==> src/rtl/fpu_add_sub_top.sv <==
// fpu_add_sub_top: binary32 adder/subtractor with round-to-nearest-even.
// Overflow saturates to a signed infinity, and underflow flushes to a signed zero.
// NaN inputs, and inf - inf, produce the canonical quiet NaN 0x7FC00000.
// Define FPU_OUT_REG_EN to register the result and flags on i_clk.
// The register gives one cycle of latency and is cleared asynchronously by i_rst_n.
module fpu_add_sub_top (
    input  logic        i_clk,
    input  logic        i_rst_n,
    input  logic [31:0] i_32_a,
    input  logic [31:0] i_32_b,
    input  logic        i_add_sub,
    output logic [31:0] o_32_s,
    output logic        o_ov_flag,
    output logic        o_un_flag
);
    localparam logic [31:0] QNAN = 32'h7FC0_0000;

    // Leading-zero count of a 27-bit significand; 27 when the value is zero.
    function automatic logic [4:0] lead_zeros(input logic [26:0] v);
        logic [4:0] n;
        n = 5'd27;
        for (int i = 0; i < 27; i++) begin
            if (v[i]) n = 5'(26 - i);
        end
        return n;
    endfunction

    // Round-to-nearest-even of {sig[23:0], guard, round, sticky}.
    // Returns {carry, sig[23:0]}.
    function automatic logic [24:0] round_rne(input logic [26:0] v);
        logic up;
        up = v[2] & (v[1] | v[0] | v[3]);
        return {1'b0, v[26:3]} + {24'd0, up};
    endfunction

    // Unpacked operands. Subnormals use a hidden bit of 0 and an effective exponent of 1.
    logic              sign_a, sign_b;
    logic [7:0]        exp_a, exp_b;
    logic [23:0]       sig_a, sig_b;
    logic              nan_a, nan_b, inf_a, inf_b, zero_a, zero_b;

    assign sign_a = i_32_a[31];
    assign sign_b = i_32_b[31] ^ i_add_sub;
    assign exp_a  = (i_32_a[30:23] == 8'd0) ? 8'd1 : i_32_a[30:23];
    assign exp_b  = (i_32_b[30:23] == 8'd0) ? 8'd1 : i_32_b[30:23];
    assign sig_a  = {i_32_a[30:23] != 8'd0, i_32_a[22:0]};
    assign sig_b  = {i_32_b[30:23] != 8'd0, i_32_b[22:0]};
    assign nan_a  = (i_32_a[30:23] == 8'hFF) && (i_32_a[22:0] != 23'd0);
    assign nan_b  = (i_32_b[30:23] == 8'hFF) && (i_32_b[22:0] != 23'd0);
    assign inf_a  = (i_32_a[30:23] == 8'hFF) && (i_32_a[22:0] == 23'd0);
    assign inf_b  = (i_32_b[30:23] == 8'hFF) && (i_32_b[22:0] == 23'd0);
    assign zero_a = (i_32_a[30:0] == 31'd0);
    assign zero_b = (i_32_b[30:0] == 31'd0);

    logic              swap, sign_maj;
    logic [7:0]        exp_maj, exp_min, exp_diff;
    logic [23:0]       sig_maj, sig_min;
    logic [49:0]       shifted;
    logic [26:0]       op_maj, op_min, norm;
    logic [27:0]       raw;
    logic [4:0]        lz;
    logic signed [9:0] exp_norm, exp_final;
    logic [24:0]       rounded;
    logic [31:0]       comb_s;
    logic              comb_ov, comb_un;
    logic              unused_bits;

    // Align, add/subtract, normalise, round and select special-case results.
    always_comb begin
        swap     = {exp_b, sig_b} > {exp_a, sig_a};
        exp_maj  = swap ? exp_b  : exp_a;
        exp_min  = swap ? exp_a  : exp_b;
        sig_maj  = swap ? sig_b  : sig_a;
        sig_min  = swap ? sig_a  : sig_b;
        sign_maj = swap ? sign_b : sign_a;
        exp_diff = exp_maj - exp_min;

        // Minor significand gets 26 extra low bits.
        // The top two become guard/round; everything lower folds into sticky.
        shifted = {sig_min, 26'd0} >> exp_diff;
        if (exp_diff >= 8'd26) op_min = {26'd0, |sig_min};
        else                   op_min = {shifted[49:24], |shifted[23:0]};
        op_maj = {sig_maj, 3'b000};

        if (sign_a == sign_b) raw = {1'b0, op_maj} + {1'b0, op_min};
        else                  raw = {1'b0, op_maj} - {1'b0, op_min};

        lz       = 5'd0;
        exp_norm = signed'({2'b00, exp_maj});
        if (raw[27]) begin
            norm     = {raw[27:2], raw[1] | raw[0]};
            exp_norm = exp_norm + 10'sd1;
        end else begin
            lz       = lead_zeros(raw[26:0]);
            norm     = raw[26:0] << lz;
            exp_norm = exp_norm - signed'({5'd0, lz});
        end

        rounded   = round_rne(norm);
        exp_final = exp_norm + signed'({9'd0, rounded[24]});

        comb_ov = 1'b0;
        comb_un = 1'b0;
        if (nan_a || nan_b || (inf_a && inf_b && (sign_a != sign_b))) begin
            comb_s = QNAN;
        end else if (inf_a) begin
            comb_s  = {sign_a, 8'hFF, 23'd0};
            comb_ov = 1'b1;
        end else if (inf_b) begin
            comb_s  = {sign_b, 8'hFF, 23'd0};
            comb_ov = 1'b1;
        end else if (zero_a && zero_b) begin
            // Mixed-sign zeros give +0; matching signs keep that sign.
            comb_s = {sign_a & sign_b, 31'd0};
        end else if (zero_a) begin
            comb_s = {sign_b, i_32_b[30:0]};
        end else if (zero_b) begin
            comb_s = i_32_a;
        end else if (raw == 28'd0) begin
            comb_s = 32'd0;
        end else if (exp_norm < 10'sd1) begin
            comb_s  = {sign_maj, 31'd0};
            comb_un = 1'b1;
        end else if (exp_final >= 10'sd255) begin
            comb_s  = {sign_maj, 8'hFF, 23'd0};
            comb_ov = 1'b1;
        end else begin
            // Hidden bit is implied; after a rounding carry the fraction is zero.
            comb_s = {sign_maj, exp_final[7:0], rounded[22:0]};
        end
    end

`ifdef FPU_OUT_REG_EN
    // Output register: capture the result each cycle, clear while reset is held.
    always_ff @(posedge i_clk or negedge i_rst_n) begin
        if (!i_rst_n) begin
            o_32_s    <= 32'd0;
            o_ov_flag <= 1'b0;
            o_un_flag <= 1'b0;
        end else begin
            o_32_s    <= comb_s;
            o_ov_flag <= comb_ov;
            o_un_flag <= comb_un;
        end
    end
    assign unused_bits = rounded[23];
`else
    assign o_32_s      = comb_s;
    assign o_ov_flag   = comb_ov;
    assign o_un_flag   = comb_un;
    assign unused_bits = rounded[23] ^ i_clk ^ i_rst_n;
`endif

endmodule

==> config.mk <==
export PLATFORM = sky130hd
export DESIGN_NAME = fpu_add_sub_top
export DESIGN_NICKNAME = d
export VERILOG_FILES = /design/src/rtl/fpu_add_sub_top.sv
export SDC_FILE = /design/constraint.sdc
export NUM_CORES = 1
export LEC_CHECK = 0
export ABC_AREA = 1
export CAP_MARGIN = 30
export CORE_MARGIN = 3
export CORE_UTILIZATION = 50
export DETAILED_ROUTE_END_ITERATION = 16
export PLACE_DENSITY = 0.71
export SLEW_MARGIN = 0
export SYNTH_ARGS = -nofsm -noshare
export SYNTH_HDL_FRONTEND = slang
export SYNTH_SLANG_ARGS = --single-unit
export TNS_END_PERCENT = 50
==> constraint.sdc <==
create_clock -name vclk -period 16.8
set_clock_uncertainty 0.1 [all_clocks]
set_input_delay 2.52 -clock vclk [all_inputs]
set_output_delay 2.52 -clock vclk [all_outputs]
set_load 0.01 [all_outputs]
==> reports/qor.txt, run 1 <==
Unique masters post-synth: 67
cell-internal power: 832 uW
CLK BUF: 0
Post-Layout Inst Area: 0.0163 mm2
fmax: 60.0 MHz
vias: 17100
Final setup violation count: 0
Mapped Area: 0.0110 mm2
GR Util All Layers: 0.403
P_sw: 1.21 mW
cell taking the most area after synthesis: nand2_1
critical-path maximum fanout: 21
Final period util: 0.992
Combinational Power Share: 1.000
Area Overhead vs Synth: 48.9%
DRT Wirelength: 54200 um
HP Start: i_32_a[13]
top-level I/O count: 101
sequential share of power: 0
number of port buffers: 99
PD cells: 125 mW/mm2
# nets final: 2728
syn_nets: 2239
CP startpoint kind: input pin
wire per inst: 19.1 um
slew margin rel.: 0.355
die area: 0.0237 mm2
worst setup margin: 128 ps
Die Width: 154 um
Critical Path Slowest Stage Cell: o21ai_0
global-route wire length before repair: 78700 um
Seq cells: 0
top cells by area, synth: nand2_1 (20%), nand3_1 (16%), ha_1 (11%), inv_1 (7.7%), a21oi_1 (5.7%)
register area: 0 um2
Pleak: 8.79 nW
count of hold-fix buffers inserted at cts: 0
crit end category: primary output
Final ANT Viol Nets: 0
share of the synthesized area in the top cell type: 0.199
placed cell area: 0.0149 mm2
Max Cap Viol: 0
Req. time, crit path: 14180 ps
Final GP Congestion: 1.09
vias in the first global route: 15300
Worst Path Arrival: 14050 ps
CP max stage delay: 450 ps
diode count: 0
first-pass iteration count of the detailed router: 6
core area: 0.0213 mm2
clock share of power: 0
share of layout cells above drive strength 1: 0.310
CP startpoint: i_32_a[29]
VDD IR max: 0.0625 mV
dpl ws: -548 ps
minimum clock period: 16670 ps
row cnt: 53
Crit path top cell by count: nand3_1
drt initial violations: 2117
post-synthesis sequential area ratio: 0
setup tns final: 0 ps
initial core utilization: 0.515
sw frac: 0.592
critical path class: input pin to primary output
DRC Markers: 0
Die Y: 154 um
Pins Over Slew Limit: 0
via-per-instance ratio: 6.01
initial antenna violation count: 0
warnings from Yosys: 0
Slew @ Worst Pin: 958 ps
final hold viol count: 0
status: completed
total global routing overflow: 0
Worst Hold Class: input pin to primary output
Mapped Cells: 2078
detailed placement HPWL: 41600 um
largest net degree at the start of global routing: 44
mean area per synthesized cell: 5.28 um2
-- Yosys cell counts (10+ instances only) --
library cell and count:
nand3_2 24, inv_2 25, xor2_1 27, nor4_1 25
nand2_1 580, nand3_1 344, o21ai_1 28, clkbuf_1 27
o211ai_1 10, ha_1 92, nand2_2 29, nor3_1 22
nand4_1 31, o21ai_2 11, inv_1 225, a21oi_1 124
buf_6 14, o21ai_0 116, buf_4 19, buf_2 16
nor2_1 151, nand2_4 13
-- per-stage QoR --
step,hold slack (ps),util,instances,total power [mW]
2_1_floorplan,5070,-,2078,0.987
3_3_place_gp,6040,0.701,2784,1.81
3_5_place_dp,6050,0.701,2784,1.84
4_1_cts,5790,0.709,2797,1.82
5_1_grt,5460,0.767,2840,2.18
6_report,5400,0.767,2840,2.04
-- power by group through the flow --
stage                     Sequential, mW  Combinational [mW]  Clock (mW)
after floorplan                        0               0.987           0
after global placement                 0                1.81           0
after detailed placement               0                1.84           0
after CTS                              0                1.82           0
after global routing                   0                2.18           0
final                                  0                2.04           0
-- cell families (layout without fill, tap and decap cells) --
logic type / Yosys count / count (layout) / share of synthesized area
AOI/OAI and AO/OA: 344 / 344 / 0.179
xor gates and xnor gates: 37 / 37 / 0.0354
adders and majority gates: 94 / 94 / 0.109
buffers and inverters: 342 / 826 / 0.141
and+or+nand+nor: 1261 / 1264 / 0.537
-- area by class of cell --
cell class	instances	area [um2]
Tap cell	275	344
Inverter	254	966
Timing Repair Buffer	572	4680
Multi-Input combinational cell	1739	10300
Fill cell	1728	4960
-- path summary, 6_finish.rpt --
kind	endpoint	cells after the start	slack [ps]
max	o_32_s[12]	78	130
min	o_32_s[13]	4	5400
-- critical path: cells and delay by family --
kind	cells	cell delay [ps]
AOI/OAI and AO/OA	15	3050
and+or+nand+nor	38	4600
xor gates and xnor gates	2	290
adders and majority gates	5	1270
buffers and inverters	18	2270
-- cells in the final DEF, fill, tap and decap left out, types with 31 or more instances in the layout --
cell             synthesis  layout
a21oi_1                124     105
buf_4                   19     452
clkdlybuf4s50_1          0      49
ha_1                    92      79
inv_1                  225     213
inv_2                   25      36
nand2_1                580     548
nand2_2                 29      52
nand3_1                344     310
nand3_2                 24      49
nand4_1                 31      31
nor2_1                 151     140
o21ai_0                116     100
o21ai_1                 28      33
-- metal layers --
metal | routed length [um] | GRT usage | vias up | share of wire
met3 | 5770 | 0.0524 | 303 | 0.11
met5 | 0 | 0 | - | 0
li1 | - | - | 7916 | -
met1 | 19800 | 0.506 | 7710 | 0.37
met2 | 24300 | 0.673 | 1141 | 0.45
met4 | 4250 | 0.206 | 0 | 0.078
-- repair_timing --
action	CTS	global route
setup buffers	13	36
resized for setup	57	270
cloned	0	6
setup endpoints to repair	32	33
pin swaps	14	102
Power figures use the tool's default switching activity.
==> run 2, diff against run 1 <==
--- a/config.mk
+++ b/config.mk
@@ -7,11 +7,12 @@
 export LEC_CHECK = 0
 export ABC_AREA = 1
 export CAP_MARGIN = 30
-export CORE_MARGIN = 3
-export CORE_UTILIZATION = 50
+export CELL_PAD_IN_SITES_DETAIL_PLACEMENT = 1
+export CELL_PAD_IN_SITES_GLOBAL_PLACEMENT = 1
+export CORE_UTILIZATION = 41
 export DETAILED_ROUTE_END_ITERATION = 16
-export PLACE_DENSITY = 0.71
-export SLEW_MARGIN = 0
+export PLACE_DENSITY_LB_ADDON = 0.1
+export SLEW_MARGIN = 15
 export SYNTH_ARGS = -nofsm -noshare
 export SYNTH_HDL_FRONTEND = slang
 export SYNTH_SLANG_ARGS = --single-unit
==> reports/qor.txt, run 2 <==
largest net degree at the start of global routing: 48
Mapped Cells: 2078
XOR/XNOR Fraction of Synth Area: 0.0354
syn_nets: 2239
Synth Area in Compound Gates: 0.179
mux share of post-synthesis cell area: 0
share of the synthesized area in the top cell type: 0.199
Synth Area in Simple Gates: 0.537
cell taking the most area after synthesis: nand2_1
initial core utilization: 0.419
adder-cell share of the synthesized area: 0.109
post-synthesis sequential area ratio: 0
dpl ws: -1530 ps
GR Util All Layers: 0.912
row cnt: 59
Mapped Area: 0.0110 mm2
Post-synth top cells: nand2_1 (580), nand3_1 (344), inv_1 (225)
Final GP Congestion: 1.01
mean area per synthesized cell: 5.28 um2
detailed placement HPWL: 53700 um
Worst EP kind: primary output
number of port buffers: 99
Run Error: [ERROR GRT-0232] Routing congestion too high. Check the congestion heatmap in the GUI.
most frequent cell after synthesis: nand2_1
Die Y: 166 um
total global routing overflow: 988
Unique masters post-synth: 67
stage reached: global routing
Die Width: 166 um
top-level I/O count: 101
top cells by area, synth: nand2_1 (20%), nand3_1 (16%), ha_1 (11%), inv_1 (7.7%), a21oi_1 (5.7%)
warnings from Yosys: 0
main combinational cell family by area after synthesis: simple AND/OR/NAND/NOR gates
status: did not finish
post-GRT worst EP: o_32_s[0]
[run 2: repair_timing]
item,CTS
resized for setup,173
setup buffers,15
endpoints found under the setup margin,33
hold buffers,0
pin swaps,29
[run 2: metal layers]
layer | GRT overflow | track usage
met1 | 3 | 0.858
met2 | 705 | 1.11
met3 | 19 | 0.726
met4 | 260 | 1.05
met5 | 1 | 0.381
[run 2: stage by stage]
step | hold slack, ps | cell area, um2 | TNS (ps) | utilization | std cells
after global placement | 6090 | 15300 | -12880 | 0.584 | 2877
after CTS | 5770 | 15600 | -10250 | 0.597 | 2892
after floorplan | 5070 | 11000 | 0 | - | 2078
after detailed placement | 6100 | 15300 | -41830 | 0.584 | 2877
[run 2: cells by family after synthesis]
kind of cell | Yosys count
simple gates | 1261
fa+ha+maj | 94
buf+inv | 342
compound gates | 344
xor+xnor | 37
==> run 3, diff against run 2 <==
--- a/config.mk
+++ b/config.mk
@@ -7,11 +7,9 @@
 export LEC_CHECK = 0
 export ABC_AREA = 1
 export CAP_MARGIN = 30
-export CELL_PAD_IN_SITES_DETAIL_PLACEMENT = 1
-export CELL_PAD_IN_SITES_GLOBAL_PLACEMENT = 1
-export CORE_UTILIZATION = 41
+export CORE_UTILIZATION = 35
 export DETAILED_ROUTE_END_ITERATION = 16
-export PLACE_DENSITY_LB_ADDON = 0.1
+export PLACE_DENSITY_LB_ADDON = 0.15
 export SLEW_MARGIN = 15
 export SYNTH_ARGS = -nofsm -noshare
 export SYNTH_HDL_FRONTEND = slang
==> reports/qor.txt, run 3 (synthesis results as in run 1) <==
status: completed
via-per-instance ratio: 5.27
Critical Path Slowest Stage Cell: fa_2
largest net degree at the start of global routing: 60
Final ANT Viol Nets: 0
count of hold-fix buffers inserted at cts: 0
commonest non-fill, non-tap cell in the layout: buf_4
Crit path top cell by count: nand2_2
GR Util All Layers: 0.331
CP startpoint kind: input pin
DRC Markers: 0
top-level I/O count: 101
Hold Crit Endpoint: o_32_s[24]
total global routing overflow: 0
vias in the first global route: 15100
HP Start: i_32_b[24]
Pins Over Slew Limit: 0
DRT Wirelength: 54100 um
first-pass iteration count of the detailed router: 6
Worst Path Arrival: 13730 ps
Final GP Congestion: 1.01
wire per inst: 17.6 um
Final period util: 0.973
Seq cells: 0
core area: 0.0307 mm2
global-route wire length before repair: 81500 um
Worst Hold Class: input pin to primary output
number of port buffers: 99
Post-Place Cells: 3010
Max Cap Viol: 0
final hold viol count: 0
Final setup violation count: 0
fmax: 61.2 MHz
detailed placement HPWL: 44800 um
Cell Count, Final, Fillers Out: 3072
drt initial violations: 1235
Die Width: 179 um
slew margin rel.: 0.301
Req. time, crit path: 14180 ps
Slew @ Worst Pin: 1040 ps
Die Y: 179 um
minimum clock period: 16350 ps
vias: 16200
register area: 0 um2
critical-path maximum fanout: 6
crit end category: primary output
commonest cells after routing, fill and taps aside: buf_4 (562), nand2_1 (530), nand3_1 (295), inv_1 (214), nor2_1 (141)
Area Overhead vs Synth: 58.9%
# nets final: 2838
CLK BUF: 0
critical path class: input pin to primary output
Worst Hold Path Cells: 5
initial antenna violation count: 2
row cnt: 64
initial core utilization: 0.357
CP max stage delay: 360 ps
share of layout cells above drive strength 1: 0.351
die area: 0.0320 mm2
[run 3: final cells by class]
| type | instances | area, um2 |
|---|---|---|
| fill | 3156 | 13300 |
| antenna | 1 | 2.50 |
| multi-input combinational | 1742 | 10600 |
| timing repair buffer | 679 | 5380 |
| tap | 396 | 495 |
| inverter | 254 | 973 |
[run 3: critical path, delay by kind of cell]
| family | cells | cell delay [ps] |
|---|---|---|
| compound gates | 14 | 2240 |
| fa+ha+maj | 5 | 1230 |
| xor+xnor | 1 | 150 |
| simple gates | 51 | 5880 |
| buf+inv | 15 | 1650 |
[run 3: repair_timing]
action	CTS	global route
resized for setup	200	165
pin swaps	68	104
cloned	6	1
endpoints found under the setup margin	32	33
buffers inserted	31	27
[run 3: worst max-delay path by stage]
| stage | slack, ps | from | to |
|---|---|---|---|
| 6_report | 450 | i_32_a[29] | o_32_s[21] |
| 5_1_grt | -220 | i_32_a[13] | o_32_s[7] |
| 4_1_cts | 3 | i_32_a[23] | o_32_s[0] |
| 3_5_place_dp | -1120 | i_32_a[27] | o_32_s[9] |
| 3_3_place_gp | -880 | i_32_a[27] | o_32_s[9] |
| 2_1_floorplan | 1250 | i_32_a[27] | o_32_s[2] |
[run 3: stage by stage]
stage	util	worst slack [ps]	setup TNS, ps	instance area [um2]	hold slack [ps]
global route	0.568	-217	-5460	17400	5510
floorplan	-	1250	0	11000	5070
finish	0.568	452	0	17400	5460
global placement	0.516	-875	-22900	15800	6050
CTS	0.542	3.04	0	16600	5710
detailed placement	0.517	-1120	-29630	15800	6060
[run 3: per-layer routing]
layer / vias up / track usage / wire length [um]
met3: 113 / 0.0466 / 3500
li1: 8140 / - / -
met4: 2 / 0.126 / 2650
met2: 508 / 0.556 / 24900
met5: - / 0 / 13
met1: 7430 / 0.422 / 23000
